## src/rtl/regfile_scrub_mp.sv

```systemverilog
// Integer register file: NRD combinational read ports, one write port, x0 hardwired to zero,
// plus a one-register-per-cycle scrub engine. Optional write-through: REGFILE_BYPASS_EN.
module regfile_scrub_mp #(
  parameter int unsigned  XLEN  = 32,
  parameter int unsigned  NREGS = 32,
  parameter int unsigned  NRD   = 2,
  localparam int unsigned AW    = $clog2(NREGS)
) (
  input  logic                clk_i,
  input  logic                reset_i,
  input  logic                regwrite_i,
  input  logic [AW-1:0]       rd_i,
  input  logic [XLEN-1:0]     wd_i,
  output logic                wr_ready_o,
  input  logic [NRD*AW-1:0]   rs_i,
  output logic [NRD*XLEN-1:0] operand_o,
  input  logic                clr_i,
  output logic                busy_o,
  output logic                clr_done_o
);

  typedef enum logic {StIdle, StScrub} state_e;

  localparam logic [AW-1:0] LastIdx  = AW'(NREGS - 1);
  localparam logic [AW-1:0] FirstIdx = AW'(1);

  state_e          r_state;
  state_e          w_state_next;
  logic [AW-1:0]   r_idx;
  logic [AW-1:0]   w_idx_next;
  logic [XLEN-1:0] r_regs [NREGS];
  logic            w_we;

  // Entry 0 is never written; reads of index 0 are forced to zero regardless.
  assign w_we = regwrite_i && (r_state == StIdle) && (rd_i != '0);

  always_comb begin
    w_state_next = r_state;
    w_idx_next   = r_idx;
    busy_o       = 1'b0;
    clr_done_o   = 1'b0;
    wr_ready_o   = 1'b0;
    unique case (r_state)
      StIdle: begin
        wr_ready_o = 1'b1;
        if (clr_i) begin
          w_state_next = StScrub;
          w_idx_next   = FirstIdx;
        end
      end
      StScrub: begin
        busy_o = 1'b1;
        if (r_idx == LastIdx) begin
          clr_done_o   = 1'b1;
          w_state_next = StIdle;
          w_idx_next   = FirstIdx;
        end else begin
          w_idx_next = r_idx + AW'(1);
        end
      end
      default: begin
        w_state_next = StIdle;
        w_idx_next   = FirstIdx;
      end
    endcase
  end

  always_ff @(posedge clk_i) begin
    if (reset_i) begin
      r_state <= StIdle;
      r_idx   <= FirstIdx;
    end else begin
      r_state <= w_state_next;
      r_idx   <= w_idx_next;
    end
  end

  // Scrub and writeback never collide: writes are only accepted in StIdle.
  always_ff @(posedge clk_i) begin
    if (reset_i) begin
      for (int i = 0; i < NREGS; i++) begin
        r_regs[i] <= '0;
      end
    end else if (r_state == StScrub) begin
      r_regs[r_idx] <= '0;
    end else if (w_we) begin
      r_regs[rd_i] <= wd_i;
    end
  end

  for (genvar k = 0; k < NRD; k++) begin : g_rd
    logic [AW-1:0] w_rs;
    assign w_rs = rs_i[k*AW +: AW];
`ifdef REGFILE_BYPASS_EN
    assign operand_o[k*XLEN +: XLEN] = (w_rs == '0)             ? '0   :
                                       (w_we && (w_rs == rd_i)) ? wd_i :
                                                                  r_regs[w_rs];
`else
    assign operand_o[k*XLEN +: XLEN] = (w_rs == '0) ? '0 : r_regs[w_rs];
`endif
  end

endmodule

```

## config.mk

```make
export PLATFORM = sky130hd
export DESIGN_NAME = regfile_scrub_mp
export DESIGN_NICKNAME = d
export VERILOG_FILES = /design/src/rtl/regfile_scrub_mp.sv
export SDC_FILE = /design/constraint.sdc
export NUM_CORES = 2
export LEC_CHECK = 0
export BUFFER_PORTS_ARGS = -buffer_cell sky130_fd_sc_hd__buf_2
export CAP_MARGIN = 0
export CELL_PAD_IN_SITES_DETAIL_PLACEMENT = 1
export CELL_PAD_IN_SITES_GLOBAL_PLACEMENT = 2
export CORE_MARGIN = 2
export CORE_UTILIZATION = 45
export CTS_BUF_LIST = sky130_fd_sc_hd__clkbuf_4
export DETAILED_ROUTE_END_ITERATION = 8
export PLACE_DENSITY = 0.8
export SETUP_SLACK_MARGIN = 0.3
export SLEW_MARGIN = 25
export SYNTH_ARGS = -nofsm -noshare
export SYNTH_HDL_FRONTEND = slang
export SYNTH_SLANG_ARGS = --single-unit
export TNS_END_PERCENT = 30
```

## constraint.sdc

```tcl
create_clock -name clk_i -period 6.45 [get_ports clk_i]
set_input_delay 0.645 -clock clk_i [delete_from_list [all_inputs] [get_ports clk_i]]
set_output_delay 0.645 -clock clk_i [all_outputs]
set_load 0.02 [all_outputs]
```

Word-level counts from Yosys, hierarchy flattened
Memories as Yosys holds them, arrays and structs flattened.
Cells that the tools add are included.
{ "word_totals": {"reg_bits": 6, "mem_bits_rw": 1024, "input_bits": 51, "mem_count": 1} }
{ "op_classes": {"addsub": 1, "n_eq_ne": 2, "mux": 26, "bitwise_logic": 1, "reduce_logical": 7} }
{ "memory_table": {"columns": ["memory", "depth", "width", "read_ports", "rd_ports_with_merged_regs", "write_ports", "line_no", "source"], "rows": [
  ["r_regs", 32, 32, 2, 0, 32, "31", "logic [XLEN-1:0] r_regs [NREGS];"]
]} }
{ "ops": {"columns": ["op", "count"], "rows": [
  ["two-way mux 32 bit", 4],
  ["OR reduction 32 bit", 2],
  ["two-way mux 5 bit", 4],
  ["two-way mux 1 bit", 16],
  ["logical NOT 5 bit", 2],
  ["case mux 5 bit (2 select lines)", 1],
  ["adder 5 x 1 -> 5 bit, second input constant", 1],
  ["equality test 5 bit, second input constant", 1],
  ["nonzero test 5 bit", 1],
  ["logical AND 1 bit", 2],
  ["inequality test 2 bit, second input constant", 1],
  ["case mux 1 bit (2 select lines)", 1],
  ["inverter 1 bit", 1]
]} }

Logic depth before layout (Yosys ltp)
{ "depth": {"depth_word": 9, "depth_mapped": 9} }

Worst setup path after synthesis
No wires, ideal clock.
{ "synth_path": {"path_kind": "input -> register", "startpoint": "input port rd_i[1]", "endpoint": "memory r_regs[27][0] (enable)", "setup_time_ps": 511, "arrival_ps": 5291, "required_time_ps": 5939, "path_slack_ps": 648, "stages": 6, "n_path_buf": 2, "cell_sequence": "buf_2 > or4_4 > o21ai_4 > a22oi_2 > clkbuf_1 > o41ai_1"} }
{ "synth_lines": {"columns": ["item", "line_no", "source"], "rows": [
  ["from (decl)", "12", "input logic [AW-1:0] rd_i,"],
  ["to (decl)", "31", null]
]} }

Worst setup path in the final report
{ "layout_path": {"startpoint": "input port rs_i[0]", "endpoint": "output port operand_o[14]"} }
{ "layout_via": {"elab_chain_cells": 2, "elab_cells_between_ends": 3, "classes_between": "1 x mux; 1 x reduce/logical; 1 x memory"} }
{ "layout_lines": {"columns": ["item", "line_no", "source"], "rows": [
  ["from (decl)", "15", "input logic [NRD*AW-1:0] rs_i,"],
  ["memory (32 x 32 bit) / logical NOT 5 bit (equally long branches)", null, null],
  ["two-way mux 32 bit (*)", "99", "assign operand_o[k*XLEN +: XLEN] = (w_rs == '0) ? '0 : r_regs[w_rs];"],
  ["to (decl)", "16", "output logic [NRD*XLEN-1:0] operand_o,"]
]} }
Mark *: on every way between the ends. The rest lies on a longest branch, timed or not.

==> flow_summary.yaml <==
run_status:
  outcome: "finished, final reports clean"
worst_setup_path:
  arrival_ns: 4.55
  crit_fanout: 36
  startpoint: "rs_i[0]"
  startpoint_type: "input pin"
  setup.worst_path.class: "in -> out"
  endpoint_kind: "output port"
  crit-reg2reg-launch: "r_state$_SDFF_PP0_"
  cp.required_ns: 5.80
clock_network:
  cts_buffer_depth: 4
  clk_latency_ns: 1.24
  numCtsBuffers: 301
  clockRootBuffer: "clkbuf_4"
  clkSlewWorstSetupHoldPaths_ns: 0.07
  cts_setup_buffers: 0
  cts_tree: "done"
  clock-sinks: 1030
  htreeDepth: 5
synth:
  synthSimpleGateAreaFrac_pct: 11.5
  ys_types: 54
  synth_top_family_by_area: "multiplexers"
  netlist.area_leader.share_pct: 56.8
  async_flop_share_pct: 0
  synth_edf_count: 1024
  synth_compound_area_share_pct: 5.67
  synth_xor_area_share_pct: 0
  yosysTopAreaCell: "edfxtp_1"
  netlist_area_um2: 54100
  synth_area_leaders: "edfxtp_1 (57%), mux4_2 (19%), nor3_1 (5.4%)"
  synthCells: 3826
  synthAdderAreaFrac_pct: 0.0462
  avgSynthCellArea_um2: 14.2
  yosys_warnings: 0
  synth_mux_area_share_pct: 22.3
  ys_seq_area_share_pct: 57.0
  ys_ff_latch: 1030
  yosys_most_used_dff: "edfxtp_1"
floorplan:
  die_area_um2: 123000
  initial_core_util_pct: 45.3
  fp.dieH_um: 351
  die_w_um: 351
  row_count: 127
  ios: 118
  core_area_um2: 120000
routing:
  detail_route.first_pass.iterations: 6
  vias_per_cell: 7.13
  wirelength_mm: 218
  drc_errors: 0
  wire_per_inst_um: 37.7
  vias: 41400
  drtIter0Drc: 5854
  drtAntennaViolNets: 0
power:
  p_sw_share_pct: 28.3
  intPower_mw: 11.6
  p_comb_share_pct: 13.8
  p_leak_nw: 19.6
  power_switching_mw: 4.55
  ir_drop_v: 0.000158
  clockPowerShare_pct: 38.1
  power.share.sequential_pct: 48.1
  power.total_mw: 16.1
  power_density_nw_per_um2: 265
place:
  place_hpwl_mm: 131
  gp_congestion: 0.874
  dp_slack_ns: 1.38
  dpl.cell_count: 5280
  port_buffers: 117
global_route:
  grt_start_max_net_pins: 138
  grt_use_total_pct: 35.5
  grt_antenna_before_repair: 11
  grt_pass1_wl_mm: 309
  overflow: 0
  grt_pass1_vias: 42500
timing:
  final_hold_viol_count: 0
  grt_setup_unrepaired: "no"
  min_period_over_period_pct: 80.5
  slew_headroom_pct: 22.3
  tightestPinTransition_ns: 1.16
  setup_slack_ns: 1.26
  fin_crit_ns: 5.19
  tns_ns: 0
  clock_skew_ns: 0.0597
  finalSetupViolCount: 0
  maxSlewViolCount: 0
  clock.fmax_ghz: 0.193
flow_run:
  cap_violations: 0
cells_and_area:
  syn_to_final_growth_pct: 12.3
  finalNonFillerCells: 5801
  drive_above_1_share_pct: 31.1
  utilization_pct: 50.8
  final_nets: 4046
worst_hold_path:
  hold_class: "in -> reg"
  worstHoldStart: "wd_i[12]"
[routing by layer]
metal,vias up,track usage [%],wire length [µm]
li1,16100,-,-
met1,21600,46.1,79300
met2,3069,54.3,99600
met3,676,9.20,26100
met4,12,20.0,13400
met5,-,0,68
[state kept, by name (all words and copies together) (netlist names)]
name     flops
r_regs    1024
r_idx        5
r_state      1
[kinds of logic (layout without fill, tap and decap cells)]
group,after synthesis,in the layout
multiplexers,641,641
other,1,38
AO/OA/AOI/OAI,430,430
buffers and inverters,443,769
AND/OR/NAND/NOR,1279,1279
flip-flops,1030,1030
adder cells (fa/ha/maj),2,2
[path summary, 6_finish.rpt]
path / to / slack, ns / cells past startpoint
max: operand_o[14] / 1.26 / 6
min: r_regs[18][12]$_SDFFCE_PN0P_ / 0.08 / 3
max reg2reg: r_regs[7][13]$_SDFFCE_PN0P_ / 2.13 / 6
min reg2reg: r_idx[3]$_SDFFE_PP0P_ / 0.64 / 2
[power by group through the flow]
stage                     clock network (mW)  logic [mW]  registers [mW]
final                                   6.14        2.22            7.74
after global routing                    6.53        2.27            7.76
after detailed placement                   0        2.15            7.88
after global placement                     0        2.12            7.85
after CTS                               6.19        2.17            7.74
after floorplan                            0        1.25            7.84
[cell type report]
class / count / area, µm²
timing repair buffer: 269 / 2030
fill: 11800 / 58900
clock buffer: 440 / 3300
sequential: 1030 / 30900
tap: 1612 / 2020
inverter: 7 / 28.8
antenna: 6 / 15.0
multi-input combinational: 2384 / 22200
clock inverter: 53 / 305
[metrics by stage]
stage	hold WS (ns)	cell area, µm²
after floorplan	0.505	54300
after global placement	0.615	56800
after detailed placement	0.635	56900
after CTS	0.00580	60700
after global routing	0.0648	60800
final	0.0819	60800
[cell usage after synthesis, types with 4 or more instances]
library cell  count
a211oi_1         64
o21ai_0         123
nor4_1          160
nor2b_1          68
a311oi_1         64
o2111ai_1        16
o41ai_1           4
mux2i_1         129
nor2_1          274
a221oi_1         48
mux2_2           64
o31ai_1          20
inv_1             7
a21oi_1          11
nand2_1         165
buf_2           148
mux4_2          448
edfxtp_1       1024
buf_1            30
nand2b_1          5
and2_1            4
clkbuf_1        256
nor3_1          582
dfxtp_1           6
a22oi_1          64
[worst max-delay path, cell delays in order]
cell	delay [ns]
buf_6	0.51
clkinv_2	0.94
nor2_1	0.96
a22oi_1	0.15
a311oi_1	0.94
buf_2	0.32
[repair_timing]
item	4_1_cts	5_1_grt
endpoints found under the setup margin	0	0
gates resized for setup	0	0
hold buffers	20	0
endpoints found under the hold margin	106	0
[cell usage in the layout (no fill, tap or decap), types with 111 or more instances in the layout]
cell         n
buf_2      111
mux2i_1    128
edfxtp_1  1024
buf_4      114
nor4_1     160
clkbuf_4   440
o21ai_0    115
nor3_1     582
nor2_1     269
mux4_2     448
nand2_1    164
Power figures use the tool's default switching activity.
